`config.mk`:
```
export PLATFORM = sky130hd
export DESIGN_NAME = wb_arbiter_flat
export DESIGN_NICKNAME = d
export VERILOG_FILES = /design/src/rtl/wb_arbiter_if.sv /design/src/rtl/wb_arbiter.sv /design/src/flat_wrapper.sv
export SDC_FILE = /design/constraint.sdc
export NUM_CORES = 1
export LEC_CHECK = 0
export ABC_AREA = 1
export BUFFER_PORTS_ARGS = -buffer_cell sky130_fd_sc_hd__buf_2
export CORE_ASPECT_RATIO = 0.8
export CORE_MARGIN = 3
export CORE_UTILIZATION = 50
export DETAILED_ROUTE_END_ITERATION = 8
export PLACE_DENSITY = 0.73
export SYNTH_ARGS = -nofsm -noshare
export SYNTH_HDL_FRONTEND = slang
export SYNTH_SLANG_ARGS = --single-unit
```
`constraint.sdc`:
```
create_clock -name i_clk -period 2.8 [get_ports i_clk]
set_input_delay 0.28 -clock i_clk [delete_from_list [all_inputs] [get_ports i_clk]]
set_output_delay 0.28 -clock i_clk [all_outputs]
set_load 0.02 [all_outputs]
```
`src/rtl/wb_arbiter_if.sv`:
```
// Writeback arbiter bus: ALU result, load result and flush in, register-file write port and FIFO status out.
interface wb_arbiter_if #(
    parameter int WIDTH_REG  = 5,
    parameter int WIDTH_FIFO = 2
);
    logic                  i_alu_valid;
    logic [WIDTH_REG-1:0]  i_alu_addr;
    logic [31:0]           i_alu_data;
    logic                  i_mem_valid;
    logic [WIDTH_REG-1:0]  i_mem_addr;
    logic [31:0]           i_mem_data;
    logic                  i_flush;
    logic                  o_we;
    logic [WIDTH_REG-1:0]  o_waddr;
    logic [31:0]           o_wdata;
    logic                  o_mem_ready;
    logic [WIDTH_FIFO:0]   o_count;
    logic                  o_overflow;

    // Handshake: a load is taken whenever i_mem_valid=1. o_mem_ready is
    // advisory (FIFO not full); a load presented while full and not
    // drained or bypassed is dropped and flagged on o_overflow.
    modport master (
        output i_alu_valid, i_alu_addr, i_alu_data,
        output i_mem_valid, i_mem_addr, i_mem_data, i_flush,
        input  o_we, o_waddr, o_wdata, o_mem_ready, o_count, o_overflow
    );

    modport slave (
        input  i_alu_valid, i_alu_addr, i_alu_data,
        input  i_mem_valid, i_mem_addr, i_mem_data, i_flush,
        output o_we, o_waddr, o_wdata, o_mem_ready, o_count, o_overflow
    );
endinterface

```
`src/rtl/wb_arbiter.sv`:
```
// Writeback arbiter: ALU results own the register-file port, load results
// queue in a small FIFO behind them and drain in arrival order.
module wb_arbiter #(
    parameter int WIDTH_REG  = 5,
    parameter int WIDTH_FIFO = 2
) (
    input  logic          i_clk,
    input  logic          i_rst_n,
    wb_arbiter_if.slave   bus
);
    localparam int DEPTH = 1 << WIDTH_FIFO;
    localparam logic [WIDTH_FIFO:0] COUNT_FULL = (WIDTH_FIFO+1)'(DEPTH);

    typedef enum logic [1:0] {
        SRC_NONE   = 2'd0,
        SRC_ALU    = 2'd1,
        SRC_FIFO   = 2'd2,
        SRC_BYPASS = 2'd3
    } src_e;

    src_e                   src;
    logic [WIDTH_REG-1:0]   fifo_addr [DEPTH];
    logic [31:0]            fifo_data [DEPTH];
    logic [WIDTH_FIFO-1:0]  rd_ptr;
    logic [WIDTH_FIFO-1:0]  wr_ptr;
    logic [WIDTH_FIFO:0]    count;
    logic                   empty;
    logic                   full;
    logic                   take;
    logic                   pop;
    logic                   push_req;
    logic                   push;
    logic                   drop;
    logic [WIDTH_REG-1:0]   sel_addr;
    logic [31:0]            sel_data;
    logic                   we;
    logic [WIDTH_REG-1:0]   waddr;
    logic [31:0]            wdata;
    logic                   overflow;

    assign empty = (count == '0);
    assign full  = (count == COUNT_FULL);

    always_comb begin
        src      = SRC_NONE;
        sel_addr = '0;
        sel_data = '0;
        if (bus.i_alu_valid) begin
            src      = SRC_ALU;
            sel_addr = bus.i_alu_addr;
            sel_data = bus.i_alu_data;
        end else if (!empty) begin
            src      = SRC_FIFO;
            sel_addr = fifo_addr[rd_ptr];
            sel_data = fifo_data[rd_ptr];
        end else if (bus.i_mem_valid) begin
            src      = SRC_BYPASS;
            sel_addr = bus.i_mem_addr;
            sel_data = bus.i_mem_data;
        end
    end

    // Flush cancels any load-side write or pop but never the ALU write.
    always_comb begin
        take     = (src == SRC_ALU) ||
                   (((src == SRC_FIFO) || (src == SRC_BYPASS)) && !bus.i_flush);
        pop      = (src == SRC_FIFO) && !bus.i_flush;
        push_req = bus.i_mem_valid && !bus.i_flush && (src != SRC_BYPASS);
        push     = push_req && (!full || pop);
        drop     = push_req && full && !pop;
    end

    always_ff @(posedge i_clk or negedge i_rst_n) begin
        if (!i_rst_n) begin
            rd_ptr <= '0;
            wr_ptr <= '0;
            count  <= '0;
        end else if (bus.i_flush) begin
            rd_ptr <= '0;
            wr_ptr <= '0;
            count  <= '0;
        end else begin
            if (push) wr_ptr <= wr_ptr + 1'b1;
            if (pop)  rd_ptr <= rd_ptr + 1'b1;
            case ({push, pop})
                2'b10:   count <= count + 1'b1;
                2'b01:   count <= count - 1'b1;
                default: count <= count;
            endcase
        end
    end

    // Storage needs no reset: occupancy alone decides which entries are live.
    always_ff @(posedge i_clk) begin
        if (push) begin
            fifo_addr[wr_ptr] <= bus.i_mem_addr;
            fifo_data[wr_ptr] <= bus.i_mem_data;
        end
    end

    // Register 0 is never written, but the selected source is still consumed.
    always_ff @(posedge i_clk or negedge i_rst_n) begin
        if (!i_rst_n) begin
            we    <= 1'b0;
            waddr <= '0;
            wdata <= '0;
        end else if (take && (sel_addr != '0)) begin
            we    <= 1'b1;
            waddr <= sel_addr;
            wdata <= sel_data;
        end else begin
            we    <= 1'b0;
        end
    end

    always_ff @(posedge i_clk or negedge i_rst_n) begin
        if (!i_rst_n) overflow <= 1'b0;
        else if (drop) overflow <= 1'b1;
    end

    assign bus.o_we        = we;
    assign bus.o_waddr     = waddr;
    assign bus.o_wdata     = wdata;
    assign bus.o_count     = count;
    assign bus.o_mem_ready = !full;
    assign bus.o_overflow  = overflow;
endmodule
```
`src/flat_wrapper.sv`:
```
// flat-port wrapper written by rule: the top's interface ports become plain ports
module wb_arbiter_flat 
#(
    parameter int WIDTH_REG  = 5,
    parameter int WIDTH_FIFO = 2
)
  (i_clk, i_rst_n, bus_i_alu_valid, bus_i_alu_addr, bus_i_alu_data, bus_i_mem_valid, bus_i_mem_addr, bus_i_mem_data, bus_i_flush, bus_o_we, bus_o_waddr, bus_o_wdata, bus_o_mem_ready, bus_o_count, bus_o_overflow);
  wb_arbiter_if #(.WIDTH_REG(WIDTH_REG), .WIDTH_FIFO(WIDTH_FIFO)) bus_i ();
  input  logic i_clk;
  input  logic i_rst_n;
  input wire logic [$bits(bus_i.i_alu_valid)-1:0] bus_i_alu_valid;
  input wire logic [$bits(bus_i.i_alu_addr)-1:0] bus_i_alu_addr;
  input wire logic [$bits(bus_i.i_alu_data)-1:0] bus_i_alu_data;
  input wire logic [$bits(bus_i.i_mem_valid)-1:0] bus_i_mem_valid;
  input wire logic [$bits(bus_i.i_mem_addr)-1:0] bus_i_mem_addr;
  input wire logic [$bits(bus_i.i_mem_data)-1:0] bus_i_mem_data;
  input wire logic [$bits(bus_i.i_flush)-1:0] bus_i_flush;
  output wire logic [$bits(bus_i.o_we)-1:0] bus_o_we;
  output wire logic [$bits(bus_i.o_waddr)-1:0] bus_o_waddr;
  output wire logic [$bits(bus_i.o_wdata)-1:0] bus_o_wdata;
  output wire logic [$bits(bus_i.o_mem_ready)-1:0] bus_o_mem_ready;
  output wire logic [$bits(bus_i.o_count)-1:0] bus_o_count;
  output wire logic [$bits(bus_i.o_overflow)-1:0] bus_o_overflow;
  assign bus_i.i_alu_valid = bus_i_alu_valid;
  assign bus_i.i_alu_addr = bus_i_alu_addr;
  assign bus_i.i_alu_data = bus_i_alu_data;
  assign bus_i.i_mem_valid = bus_i_mem_valid;
  assign bus_i.i_mem_addr = bus_i_mem_addr;
  assign bus_i.i_mem_data = bus_i_mem_data;
  assign bus_i.i_flush = bus_i_flush;
  assign bus_o_we = bus_i.o_we;
  assign bus_o_waddr = bus_i.o_waddr;
  assign bus_o_wdata = bus_i.o_wdata;
  assign bus_o_mem_ready = bus_i.o_mem_ready;
  assign bus_o_count = bus_i.o_count;
  assign bus_o_overflow = bus_i.o_overflow;
  wb_arbiter #(.WIDTH_REG(WIDTH_REG), .WIDTH_FIFO(WIDTH_FIFO)) u_core (.i_clk(i_clk), .i_rst_n(i_rst_n), .bus(bus_i));
endmodule
```
==> flow_summary.yaml <==
layout:
  multiInputGateArea_um2: 2430
  nNetsFinal: 1000
  fillers: 1301
  layout-drive-gt1-share: 0.200
  syn_to_final_growth_pct: 17.2
  final-seq-area_um2: 5600
sta:
  final.setup_skew_ns: 0.00889
  finalCritPeriodShare: 0.855
  drv_slew: 0
  max_freq_mhz: 418
  grt_setup_unrepaired: "false"
  tightestPinTransition_ns: 0.960
  setup_ws_ns: 0.405
  post-route-min-period_ns: 2.39
  slew-limit-headroom: 0.360
  hold_violations: 0
  final.setup.tns_ns: 0
  holdWs_ns: 0.00328
  finalSetupViolations: 0
worst_setup_path:
  path_max_fanout: 27
  reg2reg_from: "u_core.bus.o_count[0]"
  worst-setup-path-type: "reg -> reg"
  slowest_delay_ns: 0.47
  r2r_cells: 7
  crit_slowest_cell: "dfrtp_1"
  crit_family: "simple AND/OR/NAND/NOR gates"
  crit_chain: "nor2_4 -> a21oi_4 -> nand2_1 -> nand3_1 -> nand2_1 -> nor2_4 -> buf_4"
  cp-end-kind: "register"
  cp.required_ns: 2.88
  crit_arrival_ns: 2.48
  start_kind: "register"
  path_buf_inv: 1
  crit_cells: 7
  crit_path_start: "u_core.bus.o_count[0]"
cts:
  insertion_delay_ns: 0.43
  cts_setup_buffers: 0
  clockBufferDepth: 2
  htree_levels: 4
  clkTransAtPathRegs_ns: 0.06
  ctsHoldBuffers: 0
  tritoncts: "built"
  cts_resized: 0
  numCtsBuffers: 17
  cts_root_buf: "clkbuf_16"
  cts.sinks: 194
die:
  row_count: 41
  ios: 122
  die_x_um: 150
  core_area_um2: 16100
  fp.dieH_um: 121
  die_area_um2: 18300
  floorplan.initialDensity: 0.519
synthesis:
  yosys-top-cells-count: "nand2_1, edfxtp_1, nor2_1"
  synth_top_area_frac: 0.533
  muxShareOfSynthArea: 0
  synth-xor-area-share: 0.00105
  synth-edff-count: 148
  yosysSeqAreaShare: 0.672
  synth_cells: 799
  synthesis.nets: 883
  synthTopCellsByArea: "edfxtp_1, dfrtp_1, nand2_1"
  synth_warnings: 0
  synth_top_area_cell: "edfxtp_1"
  synthSimpleGateAreaFrac: 0.203
  synthAdderAreaFrac: 0.00841
  synth_compound_area_frac: 0.0757
  ys_async_sr_fraction: 0.237
  synth.most_common_cell: "nand2_1"
  synth_ff_type: "edfxtp_1"
  synth_top_family_by_area: "simple AND/OR/NAND/NOR gates"
  ys_types: 27
  synth_area_um2: 8330
  ys_ff_latch: 194
  synth.avg_cell_area_um2: 10.4
drt:
  drt_iter0_drc: 643
  ant_nets: 0
  first_pass_iters: 4
  drt_wl_total_um: 20800
  drc: 0
  wl_per_cell_um: 18.2
  via_count: 6289
  via_per_inst: 5.50
place:
  port_buffers: 121
  dp_hpwl_um: 13100
  pre_cts_ws_ns: 0.419
  gp_congestion: 0.828
min_path:
  hold_path.class: "in -> async"
grt:
  grt_usage: 0.236
  grt_pass1_vias: 6023
  grt-ovfl-total: 0
  grt_antenna_before_repair: 0
  grt_pass1_wl_um: 32600
  grt_max_degree: 56
power_and_ir_drop:
  vdd_ir_drop_max_mv: 0.495
  p_leak_nw: 4.15
  power.density_nw_per_um2: 902
run_status:
  status: "finished, final reports clean"
flow_run:
  cap_violations: 0
cell families after synthesis:
family / after synthesis
buffers and inverters: 77
DFF: 194
xor gates and xnor gates: 1
AOI/OAI and AO/OA: 111
and+or+nand+nor: 411
adders and majority gates: 5
worst reg2reg max path: stages (launching register included):
cell and delay, ns:
dfrtp_1 0.47, nor2_4 0.11, a21oi_4 0.38, nand2_1 0.13, nand3_1 0.12, nand2_1 0.27, nor2_4 0.18, buf_4 0.39
power breakdown:
| group | switching [W] | leakage (nW) | total [W] | internal [W] |
|---|---|---|---|---|
| sequential | 0.000205 | 1.92 | 0.00372 | 0.00352 |
| clock | 0.000973 | 0.277 | 0.00233 | 0.00136 |
| combinational | 0.00191 | 1.95 | 0.00275 | 0.000840 |
cell usage in the layout (no fill, tap or decap), types with 2 or more instances in the layout:
cell	Yosys	final
a21oi_1	4	4
a22oi_1	13	13
buf_2	15	121
buf_4	2	24
clkbuf_1	22	4
clkbuf_16	0	17
clkbuf_8	0	6
dfrtp_1	46	45
edfxtp_1	148	148
ha_1	4	4
inv_1	27	27
inv_2	3	3
nand2_1	206	205
nand2_2	1	2
nand3_1	93	93
nor2_1	107	103
nor2_2	2	2
nor2_4	1	5
o21a_1	2	2
o21ai_0	69	69
o21ai_1	2	2
o22ai_1	19	19
path summary, 6_finish.rpt:
kind / end / slack (ns)
setup / recovery: u_core.fifo_data[1][30] / 0.41
hold / removal: u_core.bus.o_wdata[8] / 0.003
setup reg to reg: u_core.fifo_data[1][30] / 0.41
hold reg to reg: u_core.bus.o_wdata[3] / 0.47
max in group asynchronous: u_core.bus.o_waddr[4] / 2.05
min in group i_clk: u_core.fifo_data[1][0] / 0.08
metrics by stage:
stage                     cell area, µm²  total power [W]   util  std cells
after floorplan                     8330          0.00560      -        799
after global placement              9190          0.00646  0.573       1112
after detailed placement            9190          0.00652  0.573       1112
after CTS                           9760          0.00884  0.608       1143
after global routing                9760          0.00930  0.608       1143
final                               9770          0.00880  0.608       1144
cell type report:
class	instances	share of cell area
sequential	194	0.573
antenna	1	0.000256
timing repair buffer	145	0.0805
clock inverter	4	0.00474
inverter	30	0.0115
clock buffer	27	0.0536
multi-input combinational	528	0.249
tap	215	0.0275
sequential cells by signal, summed over array words and instances (netlist names):
| signal | flops |
|---|---|
| u_core.fifo_data | 128 |
| u_core.bus.o_overflow | 1 |
| u_core.bus.o_count | 3 |
| u_core.bus.o_waddr | 5 |
| u_core.fifo_addr | 20 |
| u_core.rd_ptr | 2 |
| u_core.bus.o_we | 1 |
| u_core.wr_ptr | 2 |
| u_core.bus.o_wdata | 32 |
metal layers:
layer	routed length [µm]	GRT usage
met4	295	0.0834
met1	9320	0.349
met2	9410	0.353
met5	0	0
met3	1770	0.0452
Note: power is estimated with default switching activity, not from simulation.
